<file path="config.mk">
export PLATFORM = sky130hd
export DESIGN_NAME = mopshub_test_sequencer
export DESIGN_NICKNAME = d
export VERILOG_FILES = /design/src/rtl/mopshub_test_sequencer.sv
export SDC_FILE = /design/constraint.sdc
export NUM_CORES = 1
export LEC_CHECK = 0
export BUFFER_PORTS_ARGS = -buffer_cell sky130_fd_sc_hd__buf_2
export CORE_UTILIZATION = 55
export CTS_BUF_LIST = sky130_fd_sc_hd__clkbuf_4 sky130_fd_sc_hd__clkbuf_8
export CTS_CLUSTER_DIAMETER = 60
export DETAILED_ROUTE_END_ITERATION = 12
export GPL_TIMING_DRIVEN = 0
export PLACE_DENSITY = 0.76
export SYNTH_ARGS = -nofsm -noshare
export SYNTH_HDL_FRONTEND = slang
export SYNTH_SLANG_ARGS = --single-unit
export TNS_END_PERCENT = 10
</file>
<file path="constraint.sdc">
create_clock -name clk_40_m -period 2.85 [get_ports clk_40_m]
set_clock_uncertainty 0.2 [all_clocks]
set_input_delay 0.855 -clock clk_40_m [delete_from_list [all_inputs] [get_ports clk_40_m]]
set_output_delay 0.855 -clock clk_40_m [all_outputs]
set_load 0.02 [all_outputs]
</file>
<file path="src/rtl/mopshub_test_sequencer.sv">
// Test-phase sequencer feeding the MOPSHUB data generator.
// Steps through oscillator trim, RX test, end-of-wait pulse, inter-test gap,
// TX test and an optional custom-message test, with a watchdog on every
// phase that waits for an external event.
//
// state       | meaning
// ------------+-----------------------------------------------------------
// IDLE    (0) | waiting for start_seq
// TRIM    (1) | oscillator trim requested, waiting for end_power_init
// WAIT_SIGNON (2) | waiting for hub sign-on
// RX      (3) | RX test running, counting test_rx_start pulses
// ENDWAIT (4) | endwait_all pulse cycle, gap counter loaded
// GAP     (5) | fixed inter-test gap
// TX      (6) | TX test running, counting test_tx_start pulses
// ADV     (7) | custom-message test running
// DONE    (8) | sequence finished, holds until start_seq drops
// TIMEOUT (9) | watchdog expired, holds until start_seq drops
module mopshub_test_sequencer #(
  parameter int unsigned GAP_CYCLES     = 120,
  parameter int unsigned TIMEOUT_CYCLES = 1048576,
  parameter bit          EN_ADV         = 1'b1
) (
  input  logic       clk_40_m,
  input  logic       rst,
  input  logic       start_seq,
  input  logic       trim_en,
  input  logic       end_power_init,
  input  logic       sign_on_sig,
  input  logic       test_rx_start,
  input  logic       test_rx_end,
  input  logic       test_tx_start,
  input  logic       test_tx_end,
  input  logic       costum_msg_end,
  output logic       osc_auto_trim_mopshub,
  output logic       test_rx,
  output logic       test_tx,
  output logic       test_advanced,
  output logic       endwait_all,
  output logic [3:0] seq_state,
  output logic [4:0] rx_bus_cnt,
  output logic [4:0] tx_bus_cnt,
  output logic       seq_done,
  output logic       seq_timeout
);

  typedef enum logic [3:0] {
    S_IDLE        = 4'd0,
    S_TRIM        = 4'd1,
    S_WAIT_SIGNON = 4'd2,
    S_RX          = 4'd3,
    S_ENDWAIT     = 4'd4,
    S_GAP         = 4'd5,
    S_TX          = 4'd6,
    S_ADV         = 4'd7,
    S_DONE        = 4'd8,
    S_TIMEOUT     = 4'd9
  } state_t;

  localparam logic [23:0] WDOG_LAST = 24'(TIMEOUT_CYCLES - 1);
  // Loading the full gap value keeps the generator idle for GAP_CYCLES+2
  // edges from the RX end event to test_tx rising.
  localparam logic [15:0] GAP_LOAD  = 16'(GAP_CYCLES);

  state_t      r_state;
  logic [23:0] r_wdog;
  logic [15:0] r_gap;
  logic [4:0]  r_rx_cnt;
  logic [4:0]  r_tx_cnt;
  logic        r_osc_trim;
  logic        r_test_rx;
  logic        r_test_tx;
  logic        r_test_adv;
  logic        r_endwait;
  logic        r_done;
  logic        r_timeout;

  logic        w_abort;
  logic        w_wdog_state;
  logic        w_phase_end;
  logic        w_wdog_exp;
  logic [4:0]  w_rx_next;
  logic [4:0]  w_tx_next;

  assign w_abort    = !start_seq && (r_state != S_IDLE) &&
                      (r_state != S_DONE) && (r_state != S_TIMEOUT);
  assign w_wdog_exp = (r_wdog == WDOG_LAST);
  assign w_rx_next  = (r_rx_cnt == 5'd31) ? r_rx_cnt : r_rx_cnt + 5'd1;
  assign w_tx_next  = (r_tx_cnt == 5'd31) ? r_tx_cnt : r_tx_cnt + 5'd1;

  // Which states are watched, and which event ends each watched state.
  always_comb begin
    w_wdog_state = 1'b0;
    w_phase_end  = 1'b0;
    case (r_state)
      S_TRIM:        begin w_wdog_state = 1'b1; w_phase_end = end_power_init; end
      S_WAIT_SIGNON: begin w_wdog_state = 1'b1; w_phase_end = sign_on_sig;    end
      S_RX:          begin w_wdog_state = 1'b1; w_phase_end = test_rx_end;    end
      S_TX:          begin w_wdog_state = 1'b1; w_phase_end = test_tx_end;    end
      S_ADV:         begin w_wdog_state = 1'b1; w_phase_end = costum_msg_end; end
      default:       ;
    endcase
  end

  // Sequencer state, watchdog, gap timer, bus counters and registered outputs.
  always_ff @(posedge clk_40_m) begin
    if (!rst) begin
      r_state    <= S_IDLE;
      r_wdog     <= '0;
      r_gap      <= '0;
      r_rx_cnt   <= '0;
      r_tx_cnt   <= '0;
      r_osc_trim <= 1'b0;
      r_test_rx  <= 1'b0;
      r_test_tx  <= 1'b0;
      r_test_adv <= 1'b0;
      r_endwait  <= 1'b0;
      r_done     <= 1'b0;
      r_timeout  <= 1'b0;
    end else if (w_abort) begin
      r_state    <= S_IDLE;
      r_wdog     <= '0;
      r_osc_trim <= 1'b0;
      r_test_rx  <= 1'b0;
      r_test_tx  <= 1'b0;
      r_test_adv <= 1'b0;
      r_endwait  <= 1'b0;
    end else if (w_wdog_state && !w_phase_end && w_wdog_exp) begin
      r_state    <= S_TIMEOUT;
      r_wdog     <= '0;
      r_osc_trim <= 1'b0;
      r_test_rx  <= 1'b0;
      r_test_tx  <= 1'b0;
      r_test_adv <= 1'b0;
      r_endwait  <= 1'b0;
      r_timeout  <= 1'b1;
    end else begin
      // Transitions below override this with a clear.
      if (!w_wdog_state || test_rx_start || test_tx_start) r_wdog <= '0;
      else                                                 r_wdog <= r_wdog + 24'd1;

      case (r_state)
        S_IDLE: begin
          if (start_seq) begin
            r_rx_cnt <= '0;
            r_tx_cnt <= '0;
            if (trim_en) begin
              r_osc_trim <= 1'b1;
              r_state    <= S_TRIM;
            end else begin
              r_state    <= S_WAIT_SIGNON;
            end
          end
        end
        S_TRIM: begin
          if (end_power_init) begin
            r_osc_trim <= 1'b0;
            r_state    <= S_WAIT_SIGNON;
            r_wdog     <= '0;
          end
        end
        S_WAIT_SIGNON: begin
          if (sign_on_sig) begin
            r_test_rx <= 1'b1;
            r_state   <= S_RX;
            r_wdog    <= '0;
          end
        end
        S_RX: begin
          if (test_rx_start) r_rx_cnt <= w_rx_next;
          if (test_rx_end) begin
            r_test_rx <= 1'b0;
            r_endwait <= 1'b1;
            r_state   <= S_ENDWAIT;
            r_wdog    <= '0;
          end
        end
        S_ENDWAIT: begin
          r_endwait <= 1'b0;
          r_gap     <= GAP_LOAD;
          r_state   <= S_GAP;
        end
        S_GAP: begin
          if (r_gap == 16'd0) begin
            r_test_tx <= 1'b1;
            r_state   <= S_TX;
          end else begin
            r_gap <= r_gap - 16'd1;
          end
        end
        S_TX: begin
          if (test_tx_start) r_tx_cnt <= w_tx_next;
          if (test_tx_end) begin
            r_test_tx <= 1'b0;
            r_wdog    <= '0;
            if (EN_ADV) begin
              r_test_adv <= 1'b1;
              r_state    <= S_ADV;
            end else begin
              r_done  <= 1'b1;
              r_state <= S_DONE;
            end
          end
        end
        S_ADV: begin
          if (costum_msg_end) begin
            r_test_adv <= 1'b0;
            r_done     <= 1'b1;
            r_state    <= S_DONE;
            r_wdog     <= '0;
          end
        end
        S_DONE: begin
          if (!start_seq) begin
            r_done  <= 1'b0;
            r_state <= S_IDLE;
          end
        end
        S_TIMEOUT: begin
          if (!start_seq) begin
            r_timeout <= 1'b0;
            r_state   <= S_IDLE;
          end
        end
        default: begin
          r_osc_trim <= 1'b0;
          r_test_rx  <= 1'b0;
          r_test_tx  <= 1'b0;
          r_test_adv <= 1'b0;
          r_endwait  <= 1'b0;
          r_done     <= 1'b0;
          r_timeout  <= 1'b0;
          r_state    <= S_IDLE;
        end
      endcase
    end
  end

  assign osc_auto_trim_mopshub = r_osc_trim;
  assign test_rx               = r_test_rx;
  assign test_tx               = r_test_tx;
  assign test_advanced         = r_test_adv;
  assign endwait_all           = r_endwait;
  assign seq_state             = r_state;
  assign rx_bus_cnt            = r_rx_cnt;
  assign tx_bus_cnt            = r_tx_cnt;
  assign seq_done              = r_done;
  assign seq_timeout           = r_timeout;

endmodule
</file>
==> results_dict.tcl <==
set metrics [dict create \
    syn_inst 401 \
    critPathSlowestCell "or4_1" \
    cap_viol_max_count 0 \
    arrival_ns 2.85 \
    slowest_delay_ns 0.52 \
    antenna_found_initial 0 \
    grt_max_degree 13 \
    cts_hold_buf 0 \
    rr_endpoint "seq_state[2]" \
    areaGrowthSynthToFinish_pct 13.8 \
    crit_end "r_wdog[21]" \
    vias 3130 \
    hp-start "seq_timeout" \
    fin_crit_sh_pct 97.4 \
    r2r-start "r_wdog[0]" \
    drc_errors 0 \
    async_reset_ff_share_pct 0 \
    synth_cell_types 64 \
    overflow 0 \
    setup_tns_ns 0 \
    synth_top_family_by_area "simple AND/OR/NAND/NOR gates" \
    synth_edf_count 0 \
    grt_use_met1_pct 33.5 \
    final_common_cell "dfxtp_1" \
    tightestPinTransition_ns 0.832 \
    synth_area_mm2 0.00335 \
    grt_pass1_vias 2722 \
    finalMaxSlewViolations 0 \
    clock_path_buffers 2 \
    wl_um 7760 \
    cp-end-kind "register" \
    cts_tree "yes" \
    fillCellCount 511 \
    yosysSeqAreaShare_pct 36.4 \
    fmaxAchievable_mhz 360 \
    first_pass_iters 5 \
    yosysWarnings 0 \
    cts_buffers 9 \
    hold_path_class "register to register" \
    start_util_pct 57.0 \
    finalSetupViolCount 0 \
    synthSimpleGateAreaFrac_pct 31.9 \
    rrSetupSlack_ns 0.13 \
    cts_setup_buffers 0 \
    hpwl_um 5490 \
    cp_max_fo 10 \
    cts_max_level 3 \
    clock_latency_ns 0.34 \
    crit_family "simple AND/OR/NAND/NOR gates" \
    clock_sinks 61 \
    gp_congestion 0.960 \
    die_y_um 80.1 \
    grt_pass1_wl_um 12800 \
    drtIter0Drc 188 \
    nNetsFinal 459 \
    grtUsageMet2_pct 41.0 \
    synth_nets 418 \
    grt_busiest_layer "met2" \
    required_ns 2.93 \
    leakagePower_nw 1.41 \
    path_clk_slew_ns 0.07 \
    worst-r2r-cell-count 7 \
    die_w_um 80.1 \
    synth_xor_area_share_pct 7.31 \
    avgSynthCellArea_um2 8.36 \
    synth_mux_area_share_pct 1.53 \
    port_buffers 30 \
    status "complete, no violations" \
    crit_path_start "test_rx_end" \
    drive_above_1_share_pct 18.6 \
    fin_cells 522 \
    antenna_cells 0 \
    critPathBufInv 3 \
    wl_per_cell_um 14.9 \
    ys_ff_latch 61 \
    post_cts_resized 0 \
    track_usage_pct 25.6 \
    crit_cells 8 \
    final_cell_mix "dfxtp_1, nor2_1, buf_2, nand2_1, a21oi_1" \
    critPathKind "primary input to register" \
    avgViaCountPerCell 6.00 \
    grt_setup_unrepaired "false" \
    core_mm2 0.00589 \
    die_area_mm2 0.00641 \
    met3_usage_pct 5.23 \
    finalCriticalPeriod_ns 2.78 \
    synthAdderAreaFrac_pct 2.24 \
    seq_area_mm2 0.00122 \
    multi_input_area_mm2 0.00201 \
    synth_compound_area_share_pct 16.3 \
    ir_worst_vdd_mv 0.511 \
    cp-start-kind "primary input" \
    path_cells "buf_2, and3_1, o32a_1, or2_4, or4_1, buf_4, buf_6, nor2_2" \
    dp.cells 506 \
    num_rows 28 \
    antenna_left 0 \
    io_pins 32 \
    hold_viol 0 \
    p_per_area_mw_per_mm2 730 \
    slew-limit-headroom_pct 44.2 \
    synthFlopType "dfxtp_1" \
    cts-root-buf "clkbuf_8" \
]
flip-flops by register name, summed over array words and instances, names as in the netlist:
signal / count
test_advanced: 1
r_wdog: 24
rx_bus_cnt: 5
seq_timeout: 1
seq_done: 1
seq_state: 4
osc_auto_trim_mopshub: 1
test_rx: 1
endwait_all: 1
test_tx: 1
r_gap: 16
tx_bus_cnt: 5
metal layers:
metal	share of wire [%]	vias to the layer above
met2	48	97
met1	45	1481
met3	5.3	15
li1	-	1537
met4	1.7	0
met5	0	-
how the worst min path moves through the flow:
stage                   to  slack [ns]  depth (start not counted)
6_report       seq_timeout        0.27                          2
5_1_grt          r_gap[13]        0.31                          2
4_1_cts          r_wdog[0]        0.28                          1
3_5_place_dp     r_wdog[0]        0.26                          1
3_3_place_gp     r_wdog[0]        0.24                          1
2_1_floorplan    r_wdog[0]        0.23                          1
cell type report:
class / instances / share of cell area, %
sequential: 61 / 32.0
timing repair buffer: 30 / 3.93
multi-input combinational: 309 / 52.6
clock buffer: 9 / 3.25
buffer: 18 / 2.59
inverter: 13 / 1.28
clock inverter: 7 / 1.93
tap: 75 / 2.46
through the flow:
stage	power, mW	setup WS, ns	area (um^2)	hold WS (ns)	utilization (%)
after floorplan	1.73	0.0280	3360	0.229	-
after global placement	1.96	-0.237	3600	0.241	61.2
after detailed placement	1.98	-0.266	3600	0.260	61.2
after CTS	2.75	0.0529	3800	0.278	64.5
after global routing	2.93	0.00597	3820	0.305	64.8
final	2.78	0.0734	3820	0.274	64.8
power by group:
group	switching [mW]	internal (mW)	leakage (nW)	total, mW
clock	0.367	0.406	0.0996	0.773
combinational	0.671	0.356	0.814	1.03
sequential	0.0710	0.913	0.492	0.984
synth_stat cells, types with 3 or more instances:
master	instances	area share, %
ha_1	6	2.2
mux2i_1	4	1.2
nand3_1	19	2.8
nor3_1	12	1.8
nor2_1	35	3.9
nor4_1	5	0.93
dfxtp_1	61	36
xnor2_1	12	3.1
or3_1	6	1.1
nand4b_1	3	0.78
o31ai_1	4	0.90
a21oi_1	25	3.7
buf_2	4	0.60
and2_1	4	0.75
and3_1	6	1.1
and4_1	3	0.78
nor2b_1	5	0.93
xor2_1	16	4.2
nand2b_1	4	0.75
o21ai_0	18	2.7
inv_1	13	1.5
or4_1	6	1.3
nand2_1	32	3.6
a211oi_1	4	0.90
nand4_1	9	1.7
nor2_2	9	1.7
a31oi_1	9	1.7
clkbuf_1	12	1.3
nor2_4	10	3.4
tightest hold or removal path, cell delays in order, from the launching register on:
cell     delay [ns]
dfxtp_1        0.31
o21ai_0        0.06
a21oi_1        0.06
cells by family (layout without fill, tap and decap cells):
logic type | count (synthesis) | after routing
muxes | 5 | 5
AOI/OAI and AO/OA | 85 | 85
buffers and inverters | 31 | 77
DFF | 61 | 61
adders and majority gates | 6 | 6
xor gates and xnor gates | 28 | 28
and+or+nand+nor | 185 | 185
Power figures use the tool's default switching activity.
